<file path="src/rtl/alp_step_seq.sv">
// ALP A/B operand-mux sequencer: LOAD, N x STEP, optional DIV FIX, DONE; all outputs registered.
// Optional feature macro: ALP_SEQ_EXT_PAD_EN (drives ext_ena_h high in MUL STEP cycles).
module alp_step_seq #(
    parameter int         CNT_W    = 6,
    parameter logic [3:0] IDLE_MUX = 4'b0000
) (
    input  logic             clk_h,
    input  logic             reset_h,
    input  logic             start_h,
    input  logic [1:0]       op_h,
    input  logic [CNT_W-1:0] count_h,
    input  logic             stall_h,
    output logic             busy_h,
    output logic             done_h,
    output logic [3:0]       mux_h,
    output logic             ext_ena_h,
    output logic             qshift_en_h,
    output logic [CNT_W-1:0] step_cnt_h
);

    typedef enum logic [2:0] {
        S_IDLE,
        S_LOAD,
        S_STEP,
        S_FIX,
        S_DONE
    } state_t;

    typedef enum logic [1:0] {
        OP_MUL   = 2'b00,
        OP_DIV   = 2'b01,
        OP_SHIFT = 2'b10,
        OP_RSVD  = 2'b11
    } op_t;

    localparam logic [3:0] MUX_LOAD  = 4'b1000;
    localparam logic [3:0] MUX_MUL   = 4'b0110;
    localparam logic [3:0] MUX_DIV   = 4'b1110;
    localparam logic [3:0] MUX_SHIFT = 4'b1111;
    localparam logic [3:0] MUX_FIX   = 4'b1100;

    state_t           state_q, state_d;
    op_t              op_q, op_d;
    logic [CNT_W-1:0] cnt_q, cnt_d;
    logic             busy_q, busy_d;
    logic             done_q, done_d;
    logic [3:0]       mux_q, mux_d;
    logic             qsh_q, qsh_d;
    logic             hold;

    // Stall only freezes an operation in flight; IDLE keeps accepting starts.
    assign hold = stall_h && (state_q != S_IDLE);

    always_comb begin
        state_d = state_q;
        op_d    = op_q;
        cnt_d   = cnt_q;
        case (state_q)
            S_IDLE: begin
                if (start_h) begin
                    state_d = S_LOAD;
                    op_d    = op_t'(op_h);
                    cnt_d   = (op_t'(op_h) == OP_RSVD) ? '0 : count_h;
                end
            end
            S_LOAD: begin
                if (!hold) begin
                    if (op_q == OP_RSVD) begin
                        state_d = S_DONE;
                        cnt_d   = '0;
                    end else if (cnt_q != '0) begin
                        state_d = S_STEP;
                    end else if (op_q == OP_DIV) begin
                        state_d = S_FIX;
                    end else begin
                        state_d = S_DONE;
                    end
                end
            end
            S_STEP: begin
                if (!hold) begin
                    // Last step: counter lands on zero and never wraps below it.
                    if (cnt_q <= CNT_W'(1)) begin
                        cnt_d   = '0;
                        state_d = (op_q == OP_DIV) ? S_FIX : S_DONE;
                    end else begin
                        cnt_d = cnt_q - CNT_W'(1);
                    end
                end
            end
            S_FIX: begin
                if (!hold) state_d = S_DONE;
            end
            S_DONE: begin
                if (!hold) state_d = S_IDLE;
            end
            default: state_d = S_IDLE;
        endcase
    end

    // Outputs are decoded from the next state so they are registered yet line up with it.
    always_comb begin
        busy_d = (state_d != S_IDLE);
        done_d = (state_d == S_DONE);
        qsh_d  = (state_d == S_STEP) && !hold;
        mux_d  = IDLE_MUX;
        case (state_d)
            S_LOAD: mux_d = MUX_LOAD;
            S_STEP: begin
                case (op_d)
                    OP_MUL:   mux_d = MUX_MUL;
                    OP_DIV:   mux_d = MUX_DIV;
                    OP_SHIFT: mux_d = MUX_SHIFT;
                    default:  mux_d = IDLE_MUX;
                endcase
            end
            S_FIX:   mux_d = MUX_FIX;
            default: mux_d = IDLE_MUX;
        endcase
    end

    always_ff @(posedge clk_h or posedge reset_h) begin
        if (reset_h) begin
            state_q <= S_IDLE;
            op_q    <= OP_MUL;
            cnt_q   <= '0;
            busy_q  <= 1'b0;
            done_q  <= 1'b0;
            mux_q   <= IDLE_MUX;
            qsh_q   <= 1'b0;
        end else begin
            state_q <= state_d;
            op_q    <= op_d;
            cnt_q   <= cnt_d;
            busy_q  <= busy_d;
            done_q  <= done_d;
            mux_q   <= mux_d;
            qsh_q   <= qsh_d;
        end
    end

`ifdef ALP_SEQ_EXT_PAD_EN
    logic ext_q, ext_d;

    // Pad select rides on the MUL step code 0110 (P->A instead of M->A).
    assign ext_d = (state_d == S_STEP) && (op_d == OP_MUL);

    always_ff @(posedge clk_h or posedge reset_h) begin
        if (reset_h) ext_q <= 1'b0;
        else         ext_q <= ext_d;
    end

    assign ext_ena_h = ext_q;
`else
    assign ext_ena_h = 1'b0;
`endif

    assign busy_h      = busy_q;
    assign done_h      = done_q;
    assign mux_h       = mux_q;
    assign qshift_en_h = qsh_q;
    assign step_cnt_h  = cnt_q;

endmodule

</file>
<file path="config.mk">
export PLATFORM = sky130hd
export DESIGN_NAME = alp_step_seq
export DESIGN_NICKNAME = d
export VERILOG_FILES = /design/src/rtl/alp_step_seq.sv
export SDC_FILE = /design/constraint.sdc
export NUM_CORES = 1
export LEC_CHECK = 0
export ABC_AREA = 1
export CAP_MARGIN = 10
export CORE_AREA = 4 4 72 74
export DETAILED_ROUTE_END_ITERATION = 16
export DIE_AREA = 0 0 76 78
export GPL_ROUTABILITY_DRIVEN = 0
export PLACE_DENSITY = 0.47
export SLEW_MARGIN = 40
export SYNTH_ARGS = -nofsm -noshare
export SYNTH_HDL_FRONTEND = slang
export SYNTH_SLANG_ARGS = --single-unit
</file>
<file path="constraint.sdc">
create_clock -name clk_h -period 4.6 [get_ports clk_h]
set_clock_uncertainty 0.2 [all_clocks]
set_input_delay 1.15 -clock clk_h [delete_from_list [all_inputs] [get_ports clk_h]]
set_output_delay 1.15 -clock clk_h [all_outputs]
set_load 0.05 [all_outputs]
</file>
==> qor.yml <==
run_status:
  status: "completed"
yosys:
  avgSynthCellArea_um2: 7.499
  syn_nets: 164
  synth_seq_area_share_pct: 40.86
  synthCells: 147
  ys_seq_elements: 18
  synthDistinctLibCells: 25
  synthTopCellsByArea: "dfrtp_1, nand2_1, inv_1, nand3_1, ha_1"
  syn_area_um2: 1102
  synth_area_leader_cell: "dfrtp_1"
  netlist.area_leader.share_pct: 40.86
  synth_warnings: 0
sta:
  min_period_ns: 2.868
  worstMarginPinSlew_ns: 0.7167
  maxSlewViolCount: 0
  hold_violations: 0
  relSlewSlack_pct: 52.17
  rsz0062_at_grt: "false"
  max_freq_mhz: 348.7
  setup_viol: 0
  fin_setup_tns_ns: 0
  fin_crit_sh_pct: 62.35
clock_tree:
  clk_latency_ns: 0.25
  clk_pin_slew_worst_paths_ns: 0.08
  cts_sinks: 18
  cts_buffers: 3
  hold_buffers: 0
  cts-resized-gates: 0
  cts_tree: "done"
  post_cts_buffers: 0
  htree_levels: 1
  root_buffer: "clkbuf_8"
  cts.path.max_buffers: 2
place:
  io_buffers: 24
  dpl-instance-area_um2: 1403
  dp_hpwl_mm: 2.171
layout:
  final_common_cell: "nand2_1"
  drive_above_1_share_pct: 10.34
  nets: 192
  fin_util_pct: 31.70
  mostFrequentLayoutCells: "nand2_1, clkdlybuf4s50_1, inv_1, dfrtp_1, nand3_1"
  syn2layout_area_growth_pct: 32.24
  num_antenna_cells: 0
  final_cell_area_um2: 1458
worst_setup_path:
  path_max_fanout: 5
  crit_type: "flop to primary output"
  worst_setup_path_start_kind: "flop"
  crit_chain: "clkdlybuf4s50_1"
  cp_slowest_stage_delay_ns: 0.83
  crit_buf_inv: 1
  worstSetupEndpointType: "primary output"
  crit_family: "buffers and inverters"
  cp.arrival_ns: 1.52
  cpMaxStageDelayCell: "clkdlybuf4s50_1"
  critPathRequiredTime_ns: 3.25
power:
  ir_drop_mv: 0.2890
  p_per_area_nw_per_um2: 698.0
  power_frac_comb_pct: 60.5
  p_int_uw: 492.5
  power_frac_clock_pct: 13.0
  p_leak_nw: 0.7182
  p_switching_uw: 524.9
  seqPwrFrac_pct: 26.5
  swShare_pct: 51.59
  report.power.total_mw: 1.017
run:
  maxCapViolCount: 0
hold_path:
  worstHoldPathType: "flop to flop"
global_routing:
  grt_pass1_wl_mm: 4.712
  grt.busiest_layer: "met2"
  grt_overflow: 0
  met2_usage_pct: 17.47
  grtUsageTotal_pct: 9.744
  antenna_found_initial: 0
  met1_usage_pct: 10.83
  grt.met3_usage_pct: 3.480
  grt_max_degree: 19
  grt_pass1_vias: 1027
route:
  drtIter0Drc: 40
  drt-pass1-iter-count: 4
  wl_per_cell_um: 12.13
  vias: 1007
  drc: 0
  ant_nets: 0
  drt-total-wl_mm: 2.766
  via_per_inst: 4.417
die:
  io_pins: 26
  die-area_um2: 5928
  fp-row-count: 25
  core_area_um2: 4598
  fp.dieH_um: 78
  initial_core_util_pct: 23.97
  die_w_um: 76
-- layer usage --
layer,up-vias,routed length (µm),part of all wire (%)
li1,521,-,-
met1,467,1188,43
met2,17,1427,52
met3,2,132,4.8
met4,0,19,0.69
met5,-,0,0
-- cells by family (layout without fill, tap and decap cells) --
| family | count (synthesis) | in the layout | share of synthesized area (%) |
|---|---|---|---|
| adders and majority gates | 5 | 5 | 5.675 |
| other | 1 | 1 | 0.3402 |
| muxes | 1 | 1 | 1.021 |
| AOI/OAI and AO/OA | 20 | 20 | 9.535 |
| buffers and inverters | 25 | 52 | 8.967 |
| xor gates and xnor gates | 2 | 2 | 1.589 |
| DFF | 18 | 18 | 40.86 |
| and+or+nand+nor | 75 | 75 | 32.01 |
-- per-stage QoR --
step | hold slack (ns) | std cells | setup slack, ns
after floorplan | 0.3373 | 147 | 2.323
after global placement | 0.3605 | 224 | 1.786
after detailed placement | 0.3889 | 224 | 1.732
after CTS | 0.4076 | 228 | 1.712
after global routing | 0.4329 | 228 | 1.672
final | 0.3848 | 228 | 1.732
-- worst paths after layout --
check | startpoint | to | slack (ns) | cells past startpoint
max | step_cnt_h[3] | step_cnt_h[3] | 1.73 | 1
min | step_cnt_h[4] | step_cnt_h[4] | 0.38 | 2
max reg2reg | step_cnt_h[0] | busy_h | 2.60 | 11
min reg2reg | step_cnt_h[4] | step_cnt_h[4] | 0.38 | 2
max in group asynchronous | reset_h | state_q[2] | 2.64 | 2
min in group asynchronous | reset_h | step_cnt_h[0] | 1.11 | 2
-- sequential cells by signal (all words and copies together) (netlist names) --
| signal | count |
|---|---|
| mux_h | 4 |
| qshift_en_h | 1 |
| busy_h | 1 |
| done_h | 1 |
| state_q | 3 |
| op_q | 2 |
| step_cnt_h | 6 |
-- synth_stat cells --
library cell and count:
a21oi_1 6, nor3_1 6, o21a_1 1, inv_2 3, conb_1 1, nand4_1 2
inv_1 20, nand2_2 4, buf_4 1, xor2_1 1, xnor2_1 1, nand3_2 1
nand3_1 14, o21ai_0 10, dfrtp_1 18, o31ai_1 1, o21ai_1 2, mux2_2 1
ha_1 5, nor2_4 1, nor2_1 12, nor2_2 2, nand2_1 32, nor3_4 1
clkinv_2 1
-- power groups by stage --
| stage | combinational, mW | clock, mW | sequential [mW] |
|---|---|---|---|
| final | 0.616 | 0.132 | 0.270 |
| after global routing | 0.689 | 0.144 | 0.280 |
| after CTS | 0.628 | 0.138 | 0.271 |
| after detailed placement | 0.625 | 0 | 0.273 |
| after global placement | 0.623 | 0 | 0.272 |
| after floorplan | 0.333 | 0 | 0.386 |
-- layout make-up --
class                           count  area (µm²)
Clock buffer                        4       55.05
Fill cell                         482        3141
Inverter                           24       91.34
Multi-Input combinational cell    104       553.0
Sequential cell                    18       450.4
Tap cell                           54       67.56
Timing Repair Buffer               24       240.2
No activity file was read; power rests on OpenSTA's default activity.
